===== src/rtl/uart_rx_periph.sv =====
`default_nettype none
// +----------------------------------------------------------------------------+
// | Module      : uart_rx_periph                                               |
// | Description : Memory-mapped 8N1 UART receiver with a small RX FIFO,        |
// |               control/status register and a level interrupt.               |
// | Revision    : 1.0 - initial release                                        |
// +----------------------------------------------------------------------------+
module uart_rx_periph #(
  parameter int          BAUD_DIV = 5208,
  parameter int          FIFO_AW  = 2,
  parameter logic [31:0] ADDR_RXD = 32'h4000001C,
  parameter logic [31:0] ADDR_CON = 32'h40000020
) (
  input  logic        clk,
  input  logic        reset,
  input  logic        rd,
  input  logic        wr,
  input  logic [31:0] addr,
  input  logic [31:0] wdata,
  output logic [31:0] rdata,
  input  logic        rxd,
  output logic        irqout
);

  localparam int                c_CW    = $clog2(BAUD_DIV);
  localparam int                c_DEPTH = 2 ** FIFO_AW;
  localparam logic [c_CW-1:0]   c_HALF  = c_CW'(BAUD_DIV / 2 - 1);
  localparam logic [c_CW-1:0]   c_FULL  = c_CW'(BAUD_DIV - 1);
  localparam logic [FIFO_AW:0]  c_DEPTH_PTR = (FIFO_AW + 1)'(c_DEPTH);

  typedef enum logic [1:0] {
    S_IDLE  = 2'd0,
    S_START = 2'd1,
    S_DATA  = 2'd2,
    S_STOP  = 2'd3
  } state_t;

  state_t            r_state, w_state_nxt;
  logic [c_CW-1:0]   r_cnt, w_cnt_nxt;
  logic [2:0]        r_bit, w_bit_nxt;
  logic [7:0]        r_sh, w_sh_nxt;
  logic              w_push_req;
  logic              w_ferr_set;

  logic              r_rx_s1, r_rx_s2, r_rx_prev;
  logic              w_fall;

  logic [7:0]        r_mem [c_DEPTH];
  logic [FIFO_AW:0]  r_wptr, r_rptr;
  logic [FIFO_AW:0]  w_count;
  logic              w_empty, w_full;
  logic              w_pop, w_push, w_ovr_set;
  logic [31:0]       w_count32;
  logic [2:0]        w_count3;

  logic              r_irq_en, r_ovr, r_ferr;
  logic              w_sel_rxd, w_sel_con, w_con_wr;
  logic              w_unused;

  // Bits of wdata that carry no function are intentionally ignored.
  assign w_unused = ^{wdata[31:4], wdata[1]};

  // Two-flop synchroniser plus a history flop for start-edge detection.
  always_ff @(posedge clk) begin
    if (!reset) begin
      r_rx_s1   <= 1'b1;
      r_rx_s2   <= 1'b1;
      r_rx_prev <= 1'b1;
    end else begin
      r_rx_s1   <= rxd;
      r_rx_s2   <= r_rx_s1;
      r_rx_prev <= r_rx_s2;
    end
  end

  assign w_fall = r_rx_prev & ~r_rx_s2;

  // Receiver state register: state, bit-period counter, bit index, shifter.
  always_ff @(posedge clk) begin
    if (!reset) begin
      r_state <= S_IDLE;
      r_cnt   <= '0;
      r_bit   <= '0;
      r_sh    <= '0;
    end else begin
      r_state <= w_state_nxt;
      r_cnt   <= w_cnt_nxt;
      r_bit   <= w_bit_nxt;
      r_sh    <= w_sh_nxt;
    end
  end

  // Receiver next-state: half-period start check, then full-period sampling.
  always_comb begin
    w_state_nxt = r_state;
    w_cnt_nxt   = r_cnt;
    w_bit_nxt   = r_bit;
    w_sh_nxt    = r_sh;
    w_push_req  = 1'b0;
    w_ferr_set  = 1'b0;
    case (r_state)
      S_IDLE: begin
        if (w_fall) begin
          w_cnt_nxt   = c_HALF;
          w_state_nxt = S_START;
        end
      end
      S_START: begin
        if (r_cnt == '0) begin
          if (!r_rx_s2) begin
            w_cnt_nxt   = c_FULL;
            w_bit_nxt   = 3'd0;
            w_state_nxt = S_DATA;
          end else begin
            // Start bit vanished by mid-bit: treat as a glitch.
            w_state_nxt = S_IDLE;
          end
        end else begin
          w_cnt_nxt = r_cnt - 1'b1;
        end
      end
      S_DATA: begin
        if (r_cnt == '0) begin
          w_sh_nxt  = {r_rx_s2, r_sh[7:1]};
          w_cnt_nxt = c_FULL;
          w_bit_nxt = r_bit + 3'd1;
          if (r_bit == 3'd7) begin
            w_state_nxt = S_STOP;
          end
        end else begin
          w_cnt_nxt = r_cnt - 1'b1;
        end
      end
      S_STOP: begin
        if (r_cnt == '0) begin
          if (r_rx_s2) begin
            w_push_req = 1'b1;
          end else begin
            w_ferr_set = 1'b1;
          end
          w_state_nxt = S_IDLE;
        end else begin
          w_cnt_nxt = r_cnt - 1'b1;
        end
      end
      default: w_state_nxt = S_IDLE;
    endcase
  end

  assign w_sel_rxd = (addr == ADDR_RXD);
  assign w_sel_con = (addr == ADDR_CON);
  assign w_con_wr  = wr & w_sel_con;

  assign w_count   = r_wptr - r_rptr;
  assign w_empty   = (w_count == '0);
  assign w_full    = (w_count == c_DEPTH_PTR);
  assign w_pop     = rd & w_sel_rxd & ~w_empty;
  // A pop in the same cycle frees the slot a full FIFO needs.
  assign w_push    = w_push_req & (~w_full | w_pop);
  assign w_ovr_set = w_push_req & w_full & ~w_pop;

  assign w_count32 = 32'(w_count);
  assign w_count3  = (w_count32 > 32'd7) ? 3'd7 : w_count32[2:0];

  // FIFO storage; contents need no reset because pointers define validity.
  always_ff @(posedge clk) begin
    if (reset && w_push) begin
      r_mem[r_wptr[FIFO_AW-1:0]] <= r_sh;
    end
  end

  // FIFO pointers.
  always_ff @(posedge clk) begin
    if (!reset) begin
      r_wptr <= '0;
      r_rptr <= '0;
    end else begin
      if (w_push) r_wptr <= r_wptr + 1'b1;
      if (w_pop)  r_rptr <= r_rptr + 1'b1;
    end
  end

  // Control/status flags; a new error event outranks a same-cycle clear.
  always_ff @(posedge clk) begin
    if (!reset) begin
      r_irq_en <= 1'b0;
      r_ovr    <= 1'b0;
      r_ferr   <= 1'b0;
    end else begin
      if (w_con_wr) r_irq_en <= wdata[0];
      if (w_ovr_set)                r_ovr <= 1'b1;
      else if (w_con_wr && wdata[2]) r_ovr <= 1'b0;
      if (w_ferr_set)               r_ferr <= 1'b1;
      else if (w_con_wr && wdata[3]) r_ferr <= 1'b0;
    end
  end

  // Combinational read mux, forced to zero while in reset.
  always_comb begin
    rdata = 32'd0;
    if (reset && rd) begin
      if (w_sel_rxd) begin
        rdata = w_empty ? 32'd0 : {24'd0, r_mem[r_rptr[FIFO_AW-1:0]]};
      end else if (w_sel_con) begin
        rdata = {25'd0, w_count3, r_ferr, r_ovr, ~w_empty, r_irq_en};
      end
    end
  end

  assign irqout = reset & r_irq_en & ~w_empty;

endmodule
`default_nettype wire

===== config.mk =====
export PLATFORM = sky130hd
export DESIGN_NAME = uart_rx_periph
export DESIGN_NICKNAME = d
export VERILOG_FILES = /design/src/rtl/uart_rx_periph.sv
export SDC_FILE = /design/constraint.sdc
export NUM_CORES = 1
export LEC_CHECK = 0
export CAP_MARGIN = 15
export CORE_AREA = 2 2 102 104
export DETAILED_ROUTE_END_ITERATION = 10
export DIE_AREA = 0 0 104 106
export PLACE_DENSITY = 0.64
export SLEW_MARGIN = 20
export SYNTH_ARGS = -nofsm -noshare
export SYNTH_HDL_FRONTEND = slang
export SYNTH_SLANG_ARGS = --single-unit

===== constraint.sdc =====
create_clock -name clk -period 5.18 [get_ports clk]
set_input_delay 1.036 -clock clk [delete_from_list [all_inputs] [get_ports clk]]
set_output_delay 1.036 -clock clk [all_outputs]
set_load 0.02 [all_outputs]

# --- Word-level counts from Yosys, hierarchy flattened ---
# Memories as Yosys holds them, arrays and structs flattened. A register that Yosys moved wholly into a read port is not among the register bits.
# Index checks and enable logic that the tools add are counted.
classes:
  addsub: 5
  order_cmp: 1
  n_eq_ne: 15
  muxes: 36
  bitwise_logic: 14
  reduce_logical: 14
ops:
  columns: ["op", "count"]
  rows:
  - ["$mux W13", 5]
  - ["$eq A32 B31 Y1 const B", 2]
  - ["$pmux W13 S4", 1]
  - ["$mux W8", 3]
  - ["$mux W2", 8]
  - ["$ne A2 B2 Y1 const B", 7]
  - ["$logic_not A13 Y1", 1]
  - ["$sub A13 B1 Y13 const B", 1]
  - ["$mux W1", 12]
  - ["$mux W3", 4]
  - ["$add A3 B1 Y3 const B", 3]
  - ["$and A1 B1 Y1", 9]
  - ["$pmux W2 S4", 1]
  - ["$mux W7", 1]
  - ["$eq A3 B3 Y1 const B", 2]
  - ["$pmux W3 S2", 1]
  - ["$reduce_bool A2 Y1", 3]
  - ["$reduce_and A5 Y1", 1]
  - ["$eq A2 B2 Y1 const B", 2]
  - ["$logic_and A1 B1 Y1", 4]
  - ["$not A1 Y1", 4]
  - ["$reduce_and A4 Y1", 1]
  - ["$gt A3 B3 Y1 const B", 1]
  - ["$logic_not A3 Y1", 1]
  - ["other kinds (7)", 7]
totals:
  regBits: 38
  mem_bits_rw: 32
  in_bits: 69
  mem_count: 1
memory_table:
  columns: ["name", "depth", "width", "read_ports", "rd_clocked_by_memory_dff", "wr", "line_no", "rtl"]
  rows:
  - ["r_mem", 4, 8, 1, 1, 1, "48", "logic [7:0] r_mem [c_DEPTH];"]

# --- Logic depth before layout (Yosys ltp) ---
depth:
  ltp_word: 9
  mapped_depth: 9
  depth_no_buf: 9

# --- Worst setup path before layout ---
# Ideal clock, no wire load.
synth_path:
  kind: "input to output"
  from: "in addr[25]"
  to: "out rdata[1]"
  arrival_time_ns: 2.422
  required_time_ns: 4.144
  slack_ns: 1.722
  path_stages: 6
  cell_sequence: "nor4b_1 -> nand4_1 -> nor2_1 -> buf_2 -> a21oi_1 -> nor3_1"
synth_via:
  elab_chain_len: 4
  elab_cells_between_ends: 5
  classes_between: "eq/ne: 2; mux: 3"
synth_rtl:
  columns: ["item", "line_no", "rtl"]
  rows:
  - ["start: declaration", "18", "input logic [31:0] addr,"]
  - ["$eq A32 B31 Y1", "151", "assign w_sel_con = (addr == ADDR_CON);"]
  - ["$mux W7", "204", "end else if (w_sel_con) begin"]
  - ["$mux W8 *", "202", "if (w_sel_rxd) begin"]
  - ["$mux W8 *", "201", "if (reset && rd) begin"]
  - ["end: declaration", "20", "output logic [31:0] rdata,"]
# Mark *: on every way between the ends. The rest lies on a longest branch, timed or not.

# --- Final worst setup path ---
layout_path:
  from: "in addr[13]"
  to: "out rdata[6]"
# Same word-level chain as after synthesis.

==> metrics.yaml <==
logic_synthesis:
  yosysUniqueCellTypes: 58
  synth_cells: 355
  synth_area_um2: 3780
  yosys.area.top_type: "edfxtp_1"
  synth-seq-cells: 72
  synth_most_common_cell: "dfxtp_1"
  ys.flop_type: "dfxtp_1"
  ys_top_cells_by_count: "dfxtp_1, nor2_1, edfxtp_1"
  yosysSeqAreaShare_pct: 46.6
  synth_edf_count: 32
  synth_top_cell_area_share_pct: 25.4
  yosysWarnings: 0
  avgSynthCellArea_um2: 10.7
  synth_area_leaders: "edfxtp_1, dfxtp_1, buf_4"
  async_flop_share_pct: 0
outcome:
  status: "completed"
worst_setup_path:
  crit_fanout: 7
  crit_required_ns: 4.14
  ff2ff_setup_slack_ns: 2.54
  end_kind: "output port"
  worstPathArrival_ns: 3.49
  critPathKind: "primary input to output port"
  startpoint_type: "primary input"
sta:
  slew_violations: 0
  tightest_slew_ns: 0.842
  setup_viol: 0
  fmax_ghz: 0.221
  skew_ns: 0.0137
  finalSetupTns_ns: 0
  rsz0062_at_grt: "no"
  post-route-period-util_pct: 87.4
  hold_viol_final: 0
  relSlewSlack_pct: 43.9
  min_period_ns: 4.53
  setup_slack_ns: 0.652
  finalHoldWorstSlack_ns: 0.418
route:
  drtIter0Drc: 121
  wl_mm: 8.20
  drc: 0
  via_per_inst: 5.11
  wl_per_cell_um: 15.1
  ant_nets: 0
  vias: 2762
  drtPass1Iterations: 4
job:
  drv_cap: 0
min_path:
  hp-class: "flop to flop"
clocking:
  numCtsBuffers: 9
  cts_htree_levels: 3
  cts_sinks: 72
  cts_setup_buffers: 0
  clock-root-buffer: "clkbuf_8"
  tritoncts: "yes"
  clock_latency_ns: 0.35
  hold_buffers: 0
  clk_pin_slew_ns: 0.09
  cts_buffer_depth: 2
  ctsResizeCount: 0
place:
  dp_hpwl_mm: 5.90
  portBuffers: 48
  placed_cell_area_um2: 4290
  gp_congestion: 0.842
  place_ws_ns: 0.620
die:
  die_x_um: 104
  start_util_pct: 37.8
  coreArea_um2: 10000
  boundaryPins: 102
  num_rows: 37
  dieHeight_um: 106
  design.die.area_um2: 11000
pwr:
  leakagePower_uw: 0.00166
  power_uw: 1650
  power_density_nw_per_um2: 367
  peakVddDrop_mv: 0.190
global_routing:
  gr-total-overflow: 0
  antenna_found_initial: 0
  grt_pass1_vias: 2791
  grt_max_degree: 22
  grt_pass1_wl_mm: 13.5
  grt_usage_pct: 15.4
finish:
  num-fill-cells: 942
  finalInstanceArea_um2: 4490
  multi_input_area_um2: 1780
  regArea_um2: 1760
  n_antenna_cell: 0
  drive_gt1_share_pct: 10.9
  nets: 485
  area_growth_syn_to_layout_pct: 18.8
[state kept, by name, summed over array words and instances (netlist names), 3 cells and up, named ones only]
| name | cells |
|---|---|
| r_wptr | 3 |
| r_cnt | 13 |
| r_mem | 32 |
| r_bit | 3 |
| r_sh | 8 |
| r_rptr | 3 |
[cell families after synthesis]
kind of cell | after synthesis | share of synthesized area (%)
multiplexers | 22 | 8.47
adder cells (fa/ha/maj) | 16 | 5.49
XOR/XNOR | 2 | 0.827
buffers and inverters | 59 | 8.63
AND/OR/NAND/NOR | 117 | 17.6
flip-flops | 72 | 46.6
AO/OA/AOI/OAI | 66 | 12.3
other | 1 | 0.0991
[metal layers]
layer / wire length [µm] / up-vias / track usage, %
met5: 0 / - / 0
met4: 146 / 0 / 6.76
met3: 250 / 13 / 2.58
met2: 4120 / 61 / 25.8
met1: 3680 / 1326 / 19.6
li1: - / 1362 / -
[critical path: stages]
cell	delay, ns
clkdlybuf4s50_1	0.41
nor4_1	0.38
nand4_1	0.29
nor4b_4	0.49
a32oi_1	0.14
nor2_1	0.12
clkdlybuf4s50_1	0.61
[cell usage in the layout (no fill, tap or decap), types with 5 or more instances in the layout]
master / count
nand4_1: 5
o21ai_1: 5
a22oi_1: 5
nand2b_1: 5
a32oi_1: 5
nor3_1: 8
conb_1: 24
mux2i_1: 14
a31oi_1: 6
nor2_1: 33
dfxtp_1: 40
inv_1: 18
ha_1: 15
clkdlybuf4s50_1: 48
clkbuf_8: 9
edfxtp_1: 32
and3_1: 8
nand3_1: 9
nand2_1: 19
nor4_1: 7
mux4_2: 8
a21oi_1: 18
[metrics by stage]
| step | std cells | util (%) |
|---|---|---|
| 2_1_floorplan | 378 | - |
| 3_3_place_gp | 525 | 42.9 |
| 3_5_place_dp | 525 | 42.9 |
| 4_1_cts | 541 | 44.9 |
| 5_1_grt | 541 | 44.9 |
| 6_report | 541 | 44.9 |
[path summary, 6_finish.rpt]
path,startpoint,to,depth (start not counted)
max,addr[13],rdata[6],7
min,r_rx_s1,r_rx_s2,1
max reg2reg,r_cnt[0],r_mem[3][6],7
min reg2reg,r_rx_s1,r_rx_s2,1
[power breakdown]
| group | internal [µW] | leakage, µW | switching, µW |
|---|---|---|---|
| Combinational | 185 | 0.000934 | 331 |
| Sequential | 627 | 0.000621 | 50.1 |
| Clock | 227 | 0.000101 | 228 |
| Total | 1040 | 0.00166 | 609 |
[final cells by class]
type	count	share of cell area (%)
clock buffer	9	2.76
clock inverter	7	1.73
multi-input combinational	247	39.7
tap	136	3.79
sequential	72	39.2
timing repair buffer	52	11.4
inverter	18	1.50
(Power assumes the default switching activity.)
